==> config.mk <==
export PLATFORM = sky130hd
export DESIGN_NAME = display_scan_controller_flat
export DESIGN_NICKNAME = d
export VERILOG_FILES = /design/src/rtl/display_scan_controller_if.sv /design/src/rtl/display_scan_controller.sv /design/src/flat_wrapper.sv
export SDC_FILE = /design/constraint.sdc
export NUM_CORES = 1
export LEC_CHECK = 0
export CAP_MARGIN = 5
export CORE_ASPECT_RATIO = 2
export CORE_MARGIN = 1
export CORE_UTILIZATION = 40
export CTS_CLUSTER_DIAMETER = 120
export DETAILED_ROUTE_END_ITERATION = 16
export PLACE_DENSITY_LB_ADDON = 0.05
export SETUP_SLACK_MARGIN = 0.15
export SYNTH_ARGS = -nofsm -noshare
export SYNTH_HDL_FRONTEND = slang
export SYNTH_SLANG_ARGS = --single-unit
==> constraint.sdc <==
create_clock -name clk -period 3.2 [get_ports clk]
set_input_delay 0.48 -clock clk [delete_from_list [all_inputs] [get_ports clk]]
set_output_delay 0.48 -clock clk [all_outputs]
set_load 0.01 [all_outputs]
==> src/rtl/display_scan_controller_if.sv <==
// Bundle of the scan controller's external signals: run control, buffer-swap handshake,
// display-memory read port and the LED panel connector.
//   master : the scan controller (drives memory address, flip, swap_ack and panel pins)
//   slave  : the environment (drives enable, swap_req and memory read data)
interface display_scan_controller_if #(
  parameter int unsigned rows    = 8,
  parameter int unsigned columns = 32,
  parameter int unsigned width   = 24
);
  localparam int unsigned RowW = $clog2(rows);
  localparam int unsigned ColW = $clog2(columns);

  logic              enable;
  logic              swap_req;
  logic              swap_ack;
  logic              flip;
  logic [RowW-1:0]   orow;
  logic [ColW-1:0]   ocol;
  logic [width-1:0]  mem_o;
  logic              panel_r;
  logic              panel_g;
  logic              panel_b;
  logic              panel_clk;
  logic              panel_lat;
  logic              panel_oe_n;
  logic [RowW-1:0]   panel_addr;

  modport master (
    input  enable, swap_req, mem_o,
    output swap_ack, flip, orow, ocol,
    output panel_r, panel_g, panel_b, panel_clk, panel_lat, panel_oe_n, panel_addr
  );

  modport slave (
    output enable, swap_req, mem_o,
    input  swap_ack, flip, orow, ocol,
    input  panel_r, panel_g, panel_b, panel_clk, panel_lat, panel_oe_n, panel_addr
  );
endinterface

==> src/rtl/display_scan_controller.sv <==
// Scans the read half of a double-buffered display memory and drives a single-line LED panel
// using binary-coded modulation over per-colour bit planes. Owns the memory flip select and
// swaps buffers only at a frame boundary (or while idle), so no torn frame is ever shown.
// Ports:
//   clk, rst  : system clock, asynchronous active-high reset
//   bus       : display_scan_controller_if.master
//               enable/swap_req/swap_ack, flip/orow/ocol/mem_o (memory),
//               panel_r/g/b, panel_clk, panel_lat, panel_oe_n, panel_addr (panel)
// All bus outputs are registered.
module display_scan_controller #(
  parameter int unsigned rows    = 8,
  parameter int unsigned columns = 32,
  parameter int unsigned width   = 24,
  parameter int unsigned bpc     = 8,
  parameter int unsigned oe_base = 4
) (
  input  logic                       clk,
  input  logic                       rst,
  display_scan_controller_if.master  bus
);

  localparam int unsigned RowW    = $clog2(rows);
  localparam int unsigned ColW    = $clog2(columns);
  localparam int unsigned PlaneW  = $clog2(bpc);
  localparam int unsigned SlotW   = $clog2(columns + 1);
  localparam int unsigned DispMax = oe_base << (bpc - 1);
  localparam int unsigned DispW   = $clog2(DispMax + 1);

  typedef enum logic [2:0] {StIdle, StShift, StBlank, StLatch, StDisplay} state_e;

  state_e             state_q;
  logic [RowW-1:0]    row_q;
  logic [PlaneW-1:0]  plane_q;
  logic [SlotW-1:0]   slot_q;     // 0..columns; the extra slot flushes the last column
  logic               phase_q;    // 0 = first clk of a slot, 1 = second
  logic [ColW-1:0]    ocol_q;
  logic [RowW-1:0]    orow_q;
  logic [DispW-1:0]   dcnt_q;
  logic               flip_q;
  logic               ack_q;
  logic               req_seen_q; // request already honoured; wait for it to drop
  logic               pr_q, pg_q, pb_q;
  logic               pclk_q, lat_q, oe_n_q;
  logic [RowW-1:0]    addr_q;

  logic [bpc-1:0]     r_bits, g_bits, b_bits;
  logic               plane_last, row_last, swap_ok;
  logic [PlaneW-1:0]  plane_nxt;
  logic [RowW-1:0]    row_nxt;

  assign r_bits = bus.mem_o[2*bpc +: bpc];
  assign g_bits = bus.mem_o[bpc +: bpc];
  assign b_bits = bus.mem_o[0 +: bpc];

  always_comb begin
    plane_last = (plane_q == PlaneW'(bpc - 1));
    row_last   = (row_q == RowW'(rows - 1));
    plane_nxt  = plane_last ? '0 : plane_q + 1'b1;
    row_nxt    = row_q;
    if (plane_last) begin
      row_nxt = row_last ? '0 : row_q + 1'b1;
    end
    swap_ok = bus.swap_req && !req_seen_q;
  end

  always_ff @(posedge clk or posedge rst) begin
    if (rst) begin
      state_q    <= StIdle;
      row_q      <= '0;
      plane_q    <= '0;
      slot_q     <= '0;
      phase_q    <= 1'b0;
      ocol_q     <= '0;
      orow_q     <= '0;
      dcnt_q     <= '0;
      flip_q     <= 1'b0;
      ack_q      <= 1'b0;
      req_seen_q <= 1'b0;
      pr_q       <= 1'b0;
      pg_q       <= 1'b0;
      pb_q       <= 1'b0;
      pclk_q     <= 1'b0;
      lat_q      <= 1'b0;
      oe_n_q     <= 1'b1;
      addr_q     <= '0;
    end else begin
      ack_q <= 1'b0;
      if (!bus.swap_req) begin
        req_seen_q <= 1'b0;
      end

      unique case (state_q)
        StIdle: begin
          oe_n_q <= 1'b1;
          if (swap_ok) begin
            flip_q     <= ~flip_q;
            ack_q      <= 1'b1;
            req_seen_q <= 1'b1;
          end
          if (bus.enable) begin
            state_q <= StShift;
            row_q   <= '0;
            plane_q <= '0;
            orow_q  <= '0;
            slot_q  <= '0;
            phase_q <= 1'b0;
            ocol_q  <= '0;
            pclk_q  <= 1'b0;
          end
        end

        StShift: begin
          if (!phase_q) begin
            phase_q <= 1'b1;
            // mem_o now holds the previous slot's column regardless of memory read phase
            if (slot_q != '0) begin
              pclk_q <= 1'b1;
              pr_q   <= r_bits[plane_q];
              pg_q   <= g_bits[plane_q];
              pb_q   <= b_bits[plane_q];
            end
          end else begin
            phase_q <= 1'b0;
            pclk_q  <= 1'b0;
            if (slot_q == SlotW'(columns)) begin
              state_q <= StBlank;
            end else begin
              slot_q <= slot_q + 1'b1;
              if (slot_q < SlotW'(columns - 1)) begin
                ocol_q <= ocol_q + 1'b1;
              end
            end
          end
        end

        StBlank: begin
          addr_q  <= row_q;
          lat_q   <= 1'b1;
          state_q <= StLatch;
        end

        StLatch: begin
          lat_q   <= 1'b0;
          oe_n_q  <= 1'b0;
          dcnt_q  <= DispW'((oe_base << plane_q) - 1);
          state_q <= StDisplay;
        end

        StDisplay: begin
          if (dcnt_q == '0) begin
            oe_n_q <= 1'b1;
            if (plane_last && row_last && swap_ok) begin
              flip_q     <= ~flip_q;
              ack_q      <= 1'b1;
              req_seen_q <= 1'b1;
            end
            if (!bus.enable) begin
              state_q <= StIdle;
              row_q   <= '0;
              plane_q <= '0;
            end else begin
              state_q <= StShift;
              row_q   <= row_nxt;
              plane_q <= plane_nxt;
              orow_q  <= row_nxt;
              slot_q  <= '0;
              phase_q <= 1'b0;
              ocol_q  <= '0;
            end
          end else begin
            dcnt_q <= dcnt_q - 1'b1;
          end
        end

        default: state_q <= StIdle;
      endcase
    end
  end

  assign bus.swap_ack   = ack_q;
  assign bus.flip       = flip_q;
  assign bus.orow       = orow_q;
  assign bus.ocol       = ocol_q;
  assign bus.panel_r    = pr_q;
  assign bus.panel_g    = pg_q;
  assign bus.panel_b    = pb_q;
  assign bus.panel_clk  = pclk_q;
  assign bus.panel_lat  = lat_q;
  assign bus.panel_oe_n = oe_n_q;
  assign bus.panel_addr = addr_q;

endmodule

==> src/flat_wrapper.sv <==
// flat-port wrapper written by rule: the top's interface ports become plain ports
module display_scan_controller_flat 
#(
  parameter int unsigned rows    = 8,
  parameter int unsigned columns = 32,
  parameter int unsigned width   = 24,
  parameter int unsigned bpc     = 8,
  parameter int unsigned oe_base = 4
)
  (clk, rst, bus_enable, bus_swap_req, bus_mem_o, bus_swap_ack, bus_flip, bus_orow, bus_ocol, bus_panel_r, bus_panel_g, bus_panel_b, bus_panel_clk, bus_panel_lat, bus_panel_oe_n, bus_panel_addr);
  display_scan_controller_if #(.rows(rows), .columns(columns), .width(width)) bus_i ();
  input  logic clk;
  input  logic rst;
  input wire logic [$bits(bus_i.enable)-1:0] bus_enable;
  input wire logic [$bits(bus_i.swap_req)-1:0] bus_swap_req;
  input wire logic [$bits(bus_i.mem_o)-1:0] bus_mem_o;
  output wire logic [$bits(bus_i.swap_ack)-1:0] bus_swap_ack;
  output wire logic [$bits(bus_i.flip)-1:0] bus_flip;
  output wire logic [$bits(bus_i.orow)-1:0] bus_orow;
  output wire logic [$bits(bus_i.ocol)-1:0] bus_ocol;
  output wire logic [$bits(bus_i.panel_r)-1:0] bus_panel_r;
  output wire logic [$bits(bus_i.panel_g)-1:0] bus_panel_g;
  output wire logic [$bits(bus_i.panel_b)-1:0] bus_panel_b;
  output wire logic [$bits(bus_i.panel_clk)-1:0] bus_panel_clk;
  output wire logic [$bits(bus_i.panel_lat)-1:0] bus_panel_lat;
  output wire logic [$bits(bus_i.panel_oe_n)-1:0] bus_panel_oe_n;
  output wire logic [$bits(bus_i.panel_addr)-1:0] bus_panel_addr;
  assign bus_i.enable = bus_enable;
  assign bus_i.swap_req = bus_swap_req;
  assign bus_i.mem_o = bus_mem_o;
  assign bus_swap_ack = bus_i.swap_ack;
  assign bus_flip = bus_i.flip;
  assign bus_orow = bus_i.orow;
  assign bus_ocol = bus_i.ocol;
  assign bus_panel_r = bus_i.panel_r;
  assign bus_panel_g = bus_i.panel_g;
  assign bus_panel_b = bus_i.panel_b;
  assign bus_panel_clk = bus_i.panel_clk;
  assign bus_panel_lat = bus_i.panel_lat;
  assign bus_panel_oe_n = bus_i.panel_oe_n;
  assign bus_panel_addr = bus_i.panel_addr;
  display_scan_controller #(.rows(rows), .columns(columns), .width(width), .bpc(bpc), .oe_base(oe_base)) u_core (.clk(clk), .rst(rst), .bus(bus_i));
endmodule
==> flow_metrics.tcl, run 1 <==
set metrics [dict create \
    rows 44 \
    use_met2 0.4253 \
    final_common_cell "clkdlybuf4s50_1" \
    cts.path.max_buffers 2 \
    ctsHoldBuffers 0 \
    io_buffer_count 46 \
    root_buffer "clkbuf_16" \
    finalCritPeriodShare 0.7704 \
    total_leakage_power_uw 0.001566 \
    clk_pin_slew_worst_paths_ns 0.07 \
    start_util 0.4096 \
    coreArea_mm2 0.007212 \
    worstSetupPathType "flip-flop to flip-flop" \
    yosys.area_share.simple 0.2156 \
    setup-tns-final_ns 0 \
    io_pins 47 \
    dieArea_mm2 0.007753 \
    syn_area_mm2 0.002954 \
    hold-path-endpoint "u_core.bus.flip$_DFFE_PP0P_" \
    min_from "u_core.bus.flip$_DFFE_PP0P_" \
    yosys.area_share.adder 0.05083 \
    antenna_found_initial 0 \
    avgViaCountPerCell 5.772 \
    dpl.cell_count 444 \
    synthMuxAreaShare 0.08852 \
    power.density_mw_per_mm2 650.7 \
    grt_pass1_wl_um 12880 \
    final_cells 452 \
    async_reset_ff_frac 1.000 \
    cts_setup_buffers 0 \
    rsz0062_at_grt "false" \
    final_max_slew_viol_count 0 \
    critical_path_required_ns 3.37 \
    ir_drop_v 0.0004997 \
    grt_max_degree 21 \
    area_delta_synth_final_pct 23.38 \
    drt_iter0_drc 128 \
    regToRegSetupSlack_ns 0.73 \
    synth-main-ff-cell "dfrtp_1" \
    preCtsSetupSlack_ns 0.7524 \
    n_antenna_cell 0 \
    num_vias 2609 \
    yosys.cell_types.count 65 \
    syn_nets 357 \
    drc_errors 0 \
    crit_arrival_ns 2.63 \
    hold_class "flip-flop to flip-flop" \
    grt_util_met3 0.02768 \
    yosysSeqAreaShare 0.3901 \
    r2r-end "u_core.dcnt_q[8]$_DFFE_PP0P_" \
    grt.busiest_layer "met2" \
    place_congestion 0.9205 \
    htree_levels 2 \
    dpl-instance-area_mm2 0.003497 \
    synth_top_family_by_area "simple AND/OR/NAND/NOR gates" \
    status "finished, final reports clean" \
    reg2reg_from "u_core.plane_q[2]$_DFFE_PP0P_" \
    grt_overflow_total 0 \
    cts_buffers 5 \
    die_width_um 62.77 \
    end_kind "flip-flop" \
    fin_nets 399 \
    slew_headroom 0.4632 \
    hold_depth 1 \
    cts_sinks 46 \
    most-common-layout-cells "clkdlybuf4s50_1 (46), dfrtp_1 (45), nand2_1 (30), nor2_1 (23), o21ai_0 (23)" \
    synth-xor-area-share 0.008895 \
    cp_max_fo 12 \
    grt_usage 0.2195 \
    dr.pass1.iters 4 \
    synth_edf_count 0 \
    ys_ff_latch 46 \
    hold_violations 0 \
    worst_hold_slack_ns 0.4722 \
    use_met1 0.2112 \
    r2r_cells 6 \
    syn-instance-count 317 \
    worst_slack_ns 0.7347 \
    finalInstanceArea_mm2 0.003645 \
    wire_per_inst_um 17.74 \
    fin_skew_ns 0.007424 \
    die_h_um 123.5 \
    synth.avg_cell_area_um2 9.319 \
    yosysWarningCount 0 \
    ant_nets 0 \
    worst_setup_path_start_kind "flip-flop" \
    clock.fmax_mhz 405.6 \
    insertion_delay_ns 0.29 \
    cap_viol_max_count 0 \
    hpwl_um 6160 \
    first_global_vias 2639 \
    cts_resized 0 \
    min_period_ns 2.465 \
    setup_viol 0 \
    drive_gt1_frac 0.1028 \
    worst_slew_pin_slew_ns 0.7990 \
    synth-compound-area-share 0.2042 \
    totalWireLength_um 8020 \
    cts_tree "yes" \
]
==> cells by family after synthesis <==
kind of cell / Yosys count
adder cells (fa/ha/maj): 12
XOR/XNOR: 3
buffers and inverters: 30
AO/OA/AOI/OAI: 90
flip-flops: 46
multiplexers: 18
AND/OR/NAND/NOR: 118
==> power breakdown <==
group | switching, uW | internal [uW] | total [uW]
Sequential | 186 | 741 | 927
Clock | 221 | 310 | 531
Combinational | 485 | 429 | 914
==> per-stage QoR <==
stage | total power, uW | utilization
2_1_floorplan | 1489 | -
3_3_place_gp | 1849 | 0.4849
3_5_place_dp | 1854 | 0.4849
4_1_cts | 2399 | 0.5054
5_1_grt | 2535 | 0.5054
6_report | 2372 | 0.5054
==> critical path, cell delays in order, from the launching register on <==
cell,delay [ns]
dfrtp_1,0.55
clkinv_1,0.29
ha_1,0.37
or3_1,0.42
or4_1,0.48
o221ai_1,0.16
a21oi_1,0.06
==> state kept, by name (all words and copies together), names as in the netlist <==
name and count:
u_core.dcnt_q 10, u_core.slot_q 6, u_core.bus.ocol 5, u_core.bus.orow 3, u_core.bus.panel_addr 3, u_core.plane_q 3, u_core.row_q 3, u_core.state_q 3
u_core.bus.flip 1, u_core.bus.panel_b 1, u_core.bus.panel_clk 1, u_core.bus.panel_g 1, u_core.bus.panel_lat 1, u_core.bus.panel_oe_n 1, u_core.bus.panel_r 1, u_core.bus.swap_ack 1
u_core.phase_q 1, u_core.req_seen_q 1
==> how the worst max path moves through the flow <==
stage	start	end	slack [ns]	cells past startpoint
6_report	u_core.plane_q[2]$_DFFE_PP0P_	u_core.dcnt_q[8]$_DFFE_PP0P_	0.73	6
5_1_grt	u_core.plane_q[2]$_DFFE_PP0P_	u_core.dcnt_q[8]$_DFFE_PP0P_	0.58	6
4_1_cts	u_core.plane_q[2]$_DFFE_PP0P_	u_core.dcnt_q[8]$_DFFE_PP0P_	0.75	6
3_5_place_dp	u_core.plane_q[2]$_DFFE_PP0P_	u_core.dcnt_q[8]$_DFFE_PP0P_	0.75	6
3_3_place_gp	u_core.plane_q[2]$_DFFE_PP0P_	u_core.dcnt_q[8]$_DFFE_PP0P_	0.81	6
2_1_floorplan	u_core.state_q[0]$_DFFE_PP0P_	u_core.dcnt_q[4]$_DFFE_PP0P_	0.79	10
==> final cells by class <==
cell class                      instances  area, um^2
Clock buffer                            7       142.6
Clock inverter                          1       5.005
Fill cell                             715        3567
Inverter                               15       56.30
Multi-Input combinational cell        241        1683
Sequential cell                        46        1152
Tap cell                               92       115.1
Timing Repair Buffer                   50       490.5
==> synth_stat cells, drive strengths merged (3+ instances only) <==
cell / count / area [um^2]
nor4b: 3 / 32.53
inv: 14 / 52.55
mux4: 6 / 135.1
nor2b: 4 / 25.02
or4: 5 / 37.54
dfrtp: 45 / 1126
mux2: 5 / 56.30
a21o: 6 / 45.04
nor3b: 3 / 22.52
nand3: 8 / 40.04
mux2i: 7 / 70.07
ha: 12 / 150.1
nand4: 6 / 37.54
and2: 8 / 50.05
o311ai: 3 / 26.28
buf: 6 / 33.77
o211ai: 4 / 30.03
or3: 3 / 18.77
o21ai: 24 / 120.1
nand3b: 3 / 22.52
and3: 3 / 18.77
nor3: 9 / 56.31
o22ai: 3 / 18.77
nand2b: 3 / 18.77
o31ai: 6 / 45.04
o221ai: 3 / 26.28
a21oi: 21 / 112.6
nand2: 30 / 112.6
clkbuf: 9 / 33.78
nor2: 24 / 92.59
==> layer usage <==
metal,vias to the layer above,share of wire
li1,1261,-
met5,-,0
met3,24,0.023
met4,0,0.047
met2,62,0.57
met1,1262,0.36
(Power assumes the default switching activity.)
==> run 2: changes to the inputs <==
clock period = 2 ns   (was 3.2 ns; I/O delays follow)
==> run 2 against run 1 <==
Net effect: critical path type unchanged; critical endpoint unchanged; setup slack got worse by 0.65 ns; first-iteration DRC count up 7.8%; sequential power rose by 53%; clock-buffer cell count increased by 1.
==> flow_metrics.tcl, run 2 (same netlist as run 1, synthesis figures left out) <==
set metrics [dict create \
    status "finished, final reports clean" \
    first_global_vias 2891 \
    hpwl_um 6322 \
    dieArea_mm2 0.007753 \
    cts_sinks 46 \
    worst_slew_pin_slew_ns 0.4804 \
    num_vias 2847 \
    drt_iter0_drc 138 \
    grt_max_degree 27 \
    power.density_mw_per_mm2 994.7 \
    area_delta_synth_final_pct 46.93 \
    place_congestion 0.8823 \
    io_buffer_count 46 \
    worst_hold_slack_ns 0.3550 \
    crit_arrival_ns 2.09 \
    fin_nets 453 \
    htree_levels 2 \
    critical_path_required_ns 2.17 \
    root_buffer "clkbuf_16" \
    insertion_delay_ns 0.29 \
    min_period_ns 1.917 \
    setup-tns-final_ns 0 \
    finalCritPeriodShare 0.9584 \
    ir_drop_v 0.0009442 \
    worst_slack_ns 0.08314 \
    cp_max_fo 5 \
    end_kind "flip-flop" \
    grt_overflow_total 0 \
    die_width_um 62.77 \
    coreArea_mm2 0.007212 \
    die_h_um 123.5 \
    cts.path.max_buffers 2 \
    hold_class "input pin to async pin" \
    start_util 0.4096 \
    regToRegSetupSlack_ns 0.08 \
    clock.fmax_mhz 521.7 \
    grt_pass1_wl_um 13790 \
    rows 44 \
    drive_gt1_frac 0.2923 \
    most-common-layout-cells "buf_4 (50), clkdlybuf4s50_1 (46), dfrtp_1 (42), nand2_1 (28), nor2_1 (23)" \
    antenna_found_initial 0 \
    largest_reg_flops 10 \
    top_register "u_core.dcnt_q" \
    worst_setup_path_start_kind "flip-flop" \
    cap_viol_max_count 0 \
    total_leakage_power_uw 0.001907 \
    ctsHoldBuffers 0 \
    n_antenna_cell 0 \
    cts_buffers 5 \
    worstSetupPathType "flip-flop to flip-flop" \
    wire_per_inst_um 17.08 \
    rsz0062_at_grt "true" \
    final_common_cell "buf_4" \
    hold_violations 0 \
    dr.pass1.iters 4 \
    avgViaCountPerCell 5.626 \
    fin_skew_ns 0.006657 \
    cts_tree "yes" \
    setup_viol 0 \
    clk_pin_slew_worst_paths_ns 0.06 \
    drc_errors 0 \
    preCtsSetupSlack_ns -0.03737 \
    totalWireLength_um 8642 \
    final_max_slew_viol_count 0 \
    slew_headroom 0.6793 \
    ant_nets 0 \
    grt_usage 0.2311 \
    io_pins 47 \
]
-- run 2: changes by cell type in the layout (fill, tap and decap cells not counted), sizes merged --
| cell | before | now |
|---|---|---|
| buf | 4 | 55 |
| clkbuf | 7 | 10 |
| clkinv | 2 | 1 |
| clkinvlp | 0 | 1 |
-- run 2: cell type report --
class | instances | area (um^2)
Sequential cell | 46 | 1156
Inverter | 15 | 71.32
Timing Repair inverter | 1 | 7.507
Multi-Input combinational cell | 241 | 1894
Tap cell | 92 | 115.1
Clock buffer | 8 | 136.4
Fill cell | 661 | 2872
Timing Repair Buffer | 103 | 959.7
-- run 2: final timing paths --
path,from,end,cells past startpoint
worst max-delay path,u_core.plane_q[0]$_DFFE_PP0P_,u_core.dcnt_q[8]$_DFFE_PP0P_,6
worst min-delay path,rst,u_core.bus.panel_r$_DFFE_PP0P_,2
worst max register to register,u_core.plane_q[0]$_DFFE_PP0P_,u_core.dcnt_q[8]$_DFFE_PP0P_,6
worst min register to register,u_core.bus.flip$_DFFE_PP0P_,u_core.bus.flip$_DFFE_PP0P_,1
max in group asynchronous,rst,u_core.state_q[0]$_DFFE_PP0P_,3
min in group clk,u_core.bus.flip$_DFFE_PP0P_,u_core.bus.flip$_DFFE_PP0P_,1
-- run 2: per-stage QoR --
stage	power [uW]	instance area, um^2	utilization	std cells
final	4317	4340	0.6018	506
after floorplan	2446	3128	-	317
after global placement	3303	3913	0.5425	481
after CTS	4272	4131	0.5729	494
after detailed placement	3320	3913	0.5425	481
after global routing	4622	4340	0.6018	506
-- run 2: metal layers --
metal,track usage,vias up,routed length [um]
met5,0,-,0
met4,0.1134,0,363
met3,0.02860,25,186
met2,0.4518,61,4903
met1,0.2364,1389,3188
li1,-,1372,-
-- run 2: where the power goes --
| part | leakage [uW] | total (uW) | switching (uW) | internal (uW) |
|---|---|---|---|---|
| clock | 0.0000652 | 809 | 344 | 466 |
| sequential | 0.000596 | 1420 | 229 | 1190 |
| combinational | 0.00125 | 2090 | 995 | 1100 |
-- run 2: timing repair --
item                       CTS  global route
setup buffers                5             9
cloned                       0             3
pin swaps                    0             6
gates resized for setup     15            18
setup endpoints to repair   20            20
-- run 2: critical path, stage by stage, from the launching register on --
cell	delay (ns)
dfrtp_2	0.45
ha_4	0.19
ha_4	0.15
or3_4	0.38
or4_1	0.40
o221ai_1	0.17
a21oi_1	0.06
